[src/rtl/fifo_put_arbiter_if.sv]
// rtl/fifo_put_arbiter_if.sv - requester and FIFO put-side signal bundle for fifo_put_arbiter
interface fifo_put_arbiter_if #(
    parameter int NUM_REQ    = 4,
    parameter int DATA_WIDTH = 32
);
    localparam int GW = (NUM_REQ > 1) ? $clog2(NUM_REQ) : 1;

    logic [NUM_REQ-1:0]            req;
    logic [NUM_REQ*DATA_WIDTH-1:0] req_data;
    logic [NUM_REQ-1:0]            ack;
    logic                          fifo_full;
    logic [DATA_WIDTH-1:0]         fifo_data;
    logic                          fifo_wrreq;
    logic                          grant_valid;
    logic [GW-1:0]                 grant_id;

    modport master (
        input  req, req_data, fifo_full,
        output ack, fifo_data, fifo_wrreq, grant_valid, grant_id
    );

    modport slave (
        output req, req_data, fifo_full,
        input  ack, fifo_data, fifo_wrreq, grant_valid, grant_id
    );
endinterface

[src/rtl/fifo_put_arbiter.sv]
// rtl/fifo_put_arbiter.sv - round-robin, burst-bounded arbiter sharing one FIFO put port
module fifo_put_arbiter #(
    parameter int NUM_REQ    = 4,
    parameter int DATA_WIDTH = 32,
    parameter int BURST_LEN  = 4
) (
    input  logic              clock,
    input  logic              reset_n,
    fifo_put_arbiter_if.master bus
);
    localparam int GW = (NUM_REQ > 1) ? $clog2(NUM_REQ) : 1;
    localparam int CW = ($clog2(BURST_LEN + 1) > 0) ? $clog2(BURST_LEN + 1) : 1;

    typedef enum logic {
        IDLE  = 1'b0,
        GRANT = 1'b1
    } state_t;

    state_t          state_q, state_d;
    logic [GW-1:0]   grant_id_q, grant_id_d;
    logic [GW-1:0]   rr_ptr_q, rr_ptr_d;
    logic [CW-1:0]   burst_cnt_q, burst_cnt_d;
    logic            write_en;

    // First set bit of mask at or after ptr, wrapping; MSB of the result flags a hit.
    function automatic logic [GW:0] pick(input logic [GW-1:0] ptr, input logic [NUM_REQ-1:0] mask);
        logic          found;
        logic [GW-1:0] sel;
        int            idx;
        found = 1'b0;
        sel   = '0;
        // Walk from the farthest offset down so the nearest hit is written last.
        for (int k = NUM_REQ - 1; k >= 0; k--) begin
            idx = (int'(ptr) + k) % NUM_REQ;
            if (mask[idx]) begin
                found = 1'b1;
                sel   = GW'(idx);
            end
        end
        return {found, sel};
    endfunction

    // Write strobe: owner has a word and the FIFO has room; suppressed while in reset.
    always_comb begin
        write_en = 1'b0;
        if (reset_n && (state_q == GRANT)) begin
            write_en = bus.req[grant_id_q] & ~bus.fifo_full;
        end
    end

    assign bus.fifo_wrreq  = write_en;
    assign bus.ack         = write_en ? (NUM_REQ'(1) << grant_id_q) : '0;
    assign bus.fifo_data   = write_en ? bus.req_data[grant_id_q*DATA_WIDTH +: DATA_WIDTH] : '0;
    assign bus.grant_valid = reset_n && (state_q == GRANT);
    assign bus.grant_id    = reset_n ? grant_id_q : '0;

    // Next owner, burst progress and rotation pointer.
    always_comb begin
        logic              release_grant;
        logic [GW-1:0]     ptr_next;
        logic [NUM_REQ-1:0] masked;
        logic [GW:0]       pk;

        state_d       = state_q;
        grant_id_d    = grant_id_q;
        rr_ptr_d      = rr_ptr_q;
        burst_cnt_d   = burst_cnt_q;
        release_grant = 1'b0;
        ptr_next      = '0;
        masked        = '0;
        pk            = '0;

        case (state_q)
            IDLE: begin
                if (|bus.req) begin
                    pk          = pick(rr_ptr_q, bus.req);
                    state_d     = GRANT;
                    grant_id_d  = pk[GW-1:0];
                    burst_cnt_d = '0;
                end
            end
            GRANT: begin
                if (write_en) begin
                    if (burst_cnt_q == CW'(BURST_LEN - 1)) begin
                        release_grant = 1'b1;
                    end else begin
                        burst_cnt_d = burst_cnt_q + 1'b1;
                    end
                end else if (!bus.req[grant_id_q]) begin
                    release_grant = 1'b1;
                end

                // Hand over directly to the next requester; the outgoing owner is
                // masked so it cannot immediately win again.
                if (release_grant) begin
                    ptr_next    = (grant_id_q == GW'(NUM_REQ - 1)) ? '0 : grant_id_q + 1'b1;
                    rr_ptr_d    = ptr_next;
                    masked      = bus.req & ~(NUM_REQ'(1) << grant_id_q);
                    pk          = pick(ptr_next, masked);
                    burst_cnt_d = '0;
                    if (pk[GW]) begin
                        state_d    = GRANT;
                        grant_id_d = pk[GW-1:0];
                    end else begin
                        state_d    = IDLE;
                    end
                end
            end
            default: state_d = IDLE;
        endcase
    end

    // State register with synchronous active-low reset.
    always_ff @(posedge clock) begin
        if (!reset_n) begin
            state_q     <= IDLE;
            grant_id_q  <= '0;
            rr_ptr_q    <= '0;
            burst_cnt_q <= '0;
        end else begin
            state_q     <= state_d;
            grant_id_q  <= grant_id_d;
            rr_ptr_q    <= rr_ptr_d;
            burst_cnt_q <= burst_cnt_d;
        end
    end
endmodule
[src/flat_wrapper.sv]
// flat-port wrapper written by rule: the top's interface ports become plain ports
module fifo_put_arbiter_flat 
#(
    parameter int NUM_REQ    = 4,
    parameter int DATA_WIDTH = 32,
    parameter int BURST_LEN  = 4
)
  (clock, reset_n, bus_req, bus_req_data, bus_fifo_full, bus_ack, bus_fifo_data, bus_fifo_wrreq, bus_grant_valid, bus_grant_id);
  fifo_put_arbiter_if #(.NUM_REQ(NUM_REQ), .DATA_WIDTH(DATA_WIDTH)) bus_i ();
  input  logic clock;
  input  logic reset_n;
  input wire logic [$bits(bus_i.req)-1:0] bus_req;
  input wire logic [$bits(bus_i.req_data)-1:0] bus_req_data;
  input wire logic [$bits(bus_i.fifo_full)-1:0] bus_fifo_full;
  output wire logic [$bits(bus_i.ack)-1:0] bus_ack;
  output wire logic [$bits(bus_i.fifo_data)-1:0] bus_fifo_data;
  output wire logic [$bits(bus_i.fifo_wrreq)-1:0] bus_fifo_wrreq;
  output wire logic [$bits(bus_i.grant_valid)-1:0] bus_grant_valid;
  output wire logic [$bits(bus_i.grant_id)-1:0] bus_grant_id;
  assign bus_i.req = bus_req;
  assign bus_i.req_data = bus_req_data;
  assign bus_i.fifo_full = bus_fifo_full;
  assign bus_ack = bus_i.ack;
  assign bus_fifo_data = bus_i.fifo_data;
  assign bus_fifo_wrreq = bus_i.fifo_wrreq;
  assign bus_grant_valid = bus_i.grant_valid;
  assign bus_grant_id = bus_i.grant_id;
  fifo_put_arbiter #(.NUM_REQ(NUM_REQ), .DATA_WIDTH(DATA_WIDTH), .BURST_LEN(BURST_LEN)) u_core (.clock(clock), .reset_n(reset_n), .bus(bus_i));
endmodule
[config.mk]
export PLATFORM = sky130hd
export DESIGN_NAME = fifo_put_arbiter_flat
export DESIGN_NICKNAME = d
export VERILOG_FILES = /design/src/rtl/fifo_put_arbiter_if.sv /design/src/rtl/fifo_put_arbiter.sv /design/src/flat_wrapper.sv
export SDC_FILE = /design/constraint.sdc
export NUM_CORES = 1
export LEC_CHECK = 0
export CAP_MARGIN = 20
export CORE_MARGIN = 3
export CORE_UTILIZATION = 31
export CTS_CLUSTER_DIAMETER = 50
export DETAILED_ROUTE_END_ITERATION = 10
export PLACE_DENSITY = 0.81
export REMOVE_ABC_BUFFERS = 1
export SLEW_MARGIN = 30
export SYNTH_ARGS = -nofsm -noshare
export SYNTH_HDL_FRONTEND = slang
export SYNTH_SLANG_ARGS = --single-unit
[constraint.sdc]
create_clock -name clock -period 3.3 [get_ports clock]
set_input_delay 0.66 -clock clock [delete_from_list [all_inputs] [get_ports clock]]
set_output_delay 0.66 -clock clock [all_outputs]
set_load 0.02 [all_outputs]
== Word level (Yosys, flattened, before mapping) ==
Cells that the tools add are included.

* Register bits: 8
* Output and inout bits: 40

* Add/sub/neg operators: 8
* Magnitude comparators: 9
* Equal/unequal tests: 7
* Shift operators: 2
* Multiplexer cells: 60
* Bitwise logic cells: 11
* Reduce and logical (&&, ||, !) cells: 11

{| class="wikitable"
|+ Operator list
! operator !! count
|-
| $shiftx 128x8->32 || 1
|-
| $mux 32 || 1
|-
| $mux 1 || 29
|-
| $mux 2 || 13
|-
| $lt 3x4->1 const B || 6
|-
| $bmux 1 s2 || 9
|-
| $mux 3 || 4
|-
| $reduce_or 2->1 || 6
|-
| $lt 2x3->1 const B || 3
|-
| $add 2x2->2 const B || 4
|-
| $add 2x1->2 const B || 3
|-
| $and 1x1->1 const A || 6
|-
| $ne 3x3->1 const B || 2
|-
| $pmux 3 s2 || 1
|-
| $reduce_and 3->1 || 2
|-
| $and 4x4->4 || 1
|-
| $mux 4 || 1
|-
| $ne 2x2->1 const B || 2
|-
| $not 4->4 || 1
|-
| $pmux 2 s2 || 1
|-
| $reduce_or 4->1 || 1
|-
| $shl 1x2->4 const A || 1
|-
| $add 3x1->3 const B || 1
|-
| $eq 3x2->1 const B || 1
|-
| other kinds (7) || 8
|}

== Logic depth before layout (Yosys ltp) ==
* Depth after elaboration: 17
* Mapped depth: 9

== Least setup slack after synthesis ==
Ideal clock, no wire load.

* Path kind: input to output
* Start point: input port bus_req[0]
* End point: output port bus_fifo_data[22]
* Arrival time: 2.046 ns
* Data required time: 2.640 ns
* Path slack: 0.594 ns
* Stages: 6
* Cells stage by stage: buf_4 > mux4_2 > nand3_1 > inv_2 > clkbuf_1 > and2_1

* Word-level cells in the longest chain between the ends: 5

{| class="wikitable"
|+ RTL lines
! element !! line !! RTL
|-
| from (decl) || flat_wrapper.sv:12 || <nowiki>input wire logic [$bits(bus_i.req)-1:0] bus_req;</nowiki>
|-
| $bmux 1 s2 || fifo_put_arbiter.sv:47 || <nowiki>write_en = bus.req[grant_id_q] & ~bus.fifo_full;</nowiki>
|-
| $mux 1 (implied by the code) || fifo_put_arbiter.sv:47 ||
|-
| $and 1x1->1 || fifo_put_arbiter.sv:47 ||
|-
| $mux 1 || fifo_put_arbiter.sv:46 || <nowiki>if (reset_n && (state_q == GRANT)) begin</nowiki>
|-
| via bus_fifo_wrreq || flat_wrapper.sv:17 || <nowiki>output wire logic [$bits(bus_i.fifo_wrreq)-1:0] bus_fifo_wrreq;</nowiki>
|-
| $mux 32 || fifo_put_arbiter.sv:53 || <nowiki>assign bus.fifo_data = write_en ? bus.req_data[grant_id_q*DATA_WIDTH +: DATA_WIDTH] : '0;</nowiki>
|-
| to (decl) || flat_wrapper.sv:16 || <nowiki>output wire logic [$bits(bus_i.fifo_data)-1:0] bus_fifo_data;</nowiki>
|}

The timed path passes the listed nets, and every way through them passes these cells. The select of a mux whose other input is x is not followed.

== Final worst setup path ==
* Start point: input port bus_req[3]
* End point: output port bus_ack[1]

* Word-level cells in the longest chain between the ends: 5

{| class="wikitable"
|+ RTL lines
! element !! line !! RTL
|-
| $bmux 1 s2 || fifo_put_arbiter.sv:47 ||
|-
| $mux 1 (implied by the code) || fifo_put_arbiter.sv:47 ||
|-
| $and 1x1->1 || fifo_put_arbiter.sv:47 ||
|-
| $mux 1 || fifo_put_arbiter.sv:46 ||
|-
| $mux 4 || fifo_put_arbiter.sv:52 || <nowiki>assign bus.ack = write_en ? (NUM_REQ'(1) << grant_id_q) : '0;</nowiki>
|-
| to (decl) || flat_wrapper.sv:15 || <nowiki>output wire logic [$bits(bus_i.ack)-1:0] bus_ack;</nowiki>
|}

No other way between the ends. The select of a mux whose other input is x is not followed.

==> flow_metrics.tcl <==
set metrics [dict create \
    p_per_area_nw_per_um2 287 \
    setup_viol 0 \
    crit_buf_inv 3 \
    drtIter0Drc 72 \
    max_freq_mhz 316 \
    drive_gt1_share_pct 16.4 \
    max_stage_delay_ns 0.57 \
    cts_buffer_depth 2 \
    synthArstFlopShare_pct 0 \
    crit_slowest_cell "clkdlybuf4s50_1" \
    placed_area_sq_um 3670 \
    wl_met2_microns 4150 \
    final_cell_mix "clkdlybuf4s50_1, and2_1, mux4_2, dlymetal6s2s_1, buf_4" \
    synth-seq-area-share_pct 8.98 \
    nets 497 \
    hold_violations 0 \
    synth_flop_cell "dfxtp_1" \
    globalRouteTotalUtil_pct 25.3 \
    route.antenna.remaining_nets 0 \
    viasPerCell 5.28 \
    post-route-cell-area_sq_um 3780 \
    reg2regPathDepth 8 \
    grt_max_degree 29 \
    die_w_microns 81.9 \
    vdd_drop_max_mv 0.225 \
    vias 2237 \
    syn_inst 179 \
    h-tree-depth 1 \
    highest_layer "met4" \
    cpMostUsedCell "clkdlybuf4s50_1" \
    dp_hpwl_microns 7320 \
    drv_cap 0 \
    yosys.area.top_type "mux4_2" \
    diodes 0 \
    cp_num_cells 6 \
    layout_commonest_cell "clkdlybuf4s50_1" \
    worst_slack_ns 0.133 \
    port_buffers 174 \
    place_ws_ns -0.00310 \
    min_period_over_period_pct 96.0 \
    syn_to_final_growth_pct 112 \
    slew_headroom_pct 72.6 \
    grt_pass1_wl_microns 12600 \
    wl_met1_microns 3100 \
    drv_slew 0 \
    wl_per_cell_microns 20.1 \
    routed-wl-met3_microns 944 \
    rows 26 \
    antenna_found_initial 0 \
    synth_top_cell_area_share_pct 41.7 \
    syn_area_per_cell_sq_um 9.97 \
    period_minus_slack_ns 3.17 \
    holdPathStages 2 \
    cts_buffers 3 \
    p_leak_nw 1.90 \
    synth-edff-count 0 \
    cts_setup_buffers 0 \
    cp_top_family "buffers and inverters" \
    total_power_mw 1.09 \
    status "finished, final reports clean" \
    arrival_ns 2.51 \
    first_global_vias 2299 \
    cts_tree "yes" \
    clk_latency_ns 0.22 \
    synth_cell_types 40 \
    initial_core_util_pct 33.4 \
    critPathMaxFanout 4 \
    yosys_warnings 0 \
    netlist_area_sq_um 1780 \
    crit_path_start_kind "input pin" \
    dieArea_sq_um 6700 \
    postCtsHoldBufs 0 \
    rsz0062_at_grt "no" \
    ioPinCount 175 \
    synth_area_leaders "mux4_2, and2_1, dfxtp_1" \
    nFillCells 425 \
    worst_pin_slew_ns 0.411 \
    critPathRequiredTime_ns 2.64 \
    hp-class "register to register" \
    path_class "input pin to output pin" \
    gp_congestion 0.880 \
    clk_pin_slew_ns 0.04 \
    die_h_microns 81.9 \
    stdcell_count 424 \
    drc 0 \
    fin_worst_skew_ns 0.00180 \
    clock-sinks 8 \
    root_buffer "clkbuf_8" \
    place_inst 421 \
    endpoint_kind "output pin" \
    coreArea_sq_um 5340 \
    drt_pre_antenna_iters 4 \
    wirelength_microns 8540 \
    synth-seq-cells 8 \
    worstPathCellList "clkdlybuf4s50_1 > mux4_2 > nand3_1 > inv_2 > and2_1 > clkdlybuf4s50_1" \
    grt_overflow 0 \
    utilization_pct 70.8 \
]
## synthesized netlist by cell type (all sizes together), types with 2 or more instances
cell type  count
or3b           2
inv           10
a22oi          2
o221a          2
nor3           5
buf            9
mux4          33
ha             6
nor2           6
o221ai         2
o21ai          4
mux2           2
and2          39
o2111ai        2
nand2          4
o22ai          3
a21oi         11
clkbuf         6
or2            2
a31oi          2
dfxtp          8
nor2b          8
## cell type report
| type | count | area, sq um | area share [%] |
|---|---|---|---|
| Sequential cell | 8 | 163 | 4.30 |
| Tap cell | 70 | 87.6 | 2.32 |
| Timing Repair Buffer | 187 | 1940 | 51.2 |
| Multi-Input combinational cell | 146 | 1520 | 40.1 |
| Inverter | 10 | 37.5 | 0.993 |
| Clock buffer | 3 | 41.3 | 1.09 |
## power by group
group,switching [mW],internal (mW),leakage (nW)
sequential,0.0137,0.111,0.0662
combinational,0.340,0.506,1.81
clock,0.0363,0.0788,0.0216
## flip-flops by register name, indices dropped and copies added, names as in the netlist
signal / cells
u_core.rr_ptr_q: 2
u_core.state_q: 1
u_core.burst_cnt_q: 3
u_core.grant_id_q: 2
## layer usage
metal,global-route usage (%),up-vias
li1,-,1042
met1,27.7,1042
met2,44.7,127
met3,9.43,26
met4,8.14,0
met5,0,-
## stage by stage
step / hold slack [ns] / TNS, ns
2_1_floorplan: 0.479 / -15.73
3_3_place_gp: 0.492 / 0
3_5_place_dp: 0.504 / -0.00337
4_1_cts: 0.514 / 0
5_1_grt: 0.557 / 0
6_report: 0.507 / 0
## repair_timing
action | 4_1_cts | 5_1_grt
endpoints found under the hold margin | 0 | 0
gates resized for setup | 3 | 30
endpoints found under the setup margin | 3 | 30
## tightest hold or removal path, stage by stage (launching register included)
cell and delay, ns:
dfxtp_1 0.32, a21oi_1 0.06, nor2b_1 0.09
## path summary, 6_finish.rpt
kind | startpoint | end | slack, ns
setup / recovery | bus_req[3] | bus_ack[1] | 0.13
hold reg to reg | u_core.burst_cnt_q[2] | u_core.burst_cnt_q[2] | 0.51
hold / removal | u_core.burst_cnt_q[2] | u_core.burst_cnt_q[2] | 0.51
setup reg to reg | u_core.grant_id_q[1] | u_core.grant_id_q[0] | 0.93
## kinds of logic after synthesis
group	Yosys count	share of synthesized area [%]
multiplexers	36	43.7
adder cells (fa/ha/maj)	6	4.21
buffers and inverters	25	6.10
AO/OA/AOI/OAI	33	13.3
flip-flops	8	8.98
AND/OR/NAND/NOR	71	23.7
Power figures use the tool's default switching activity.
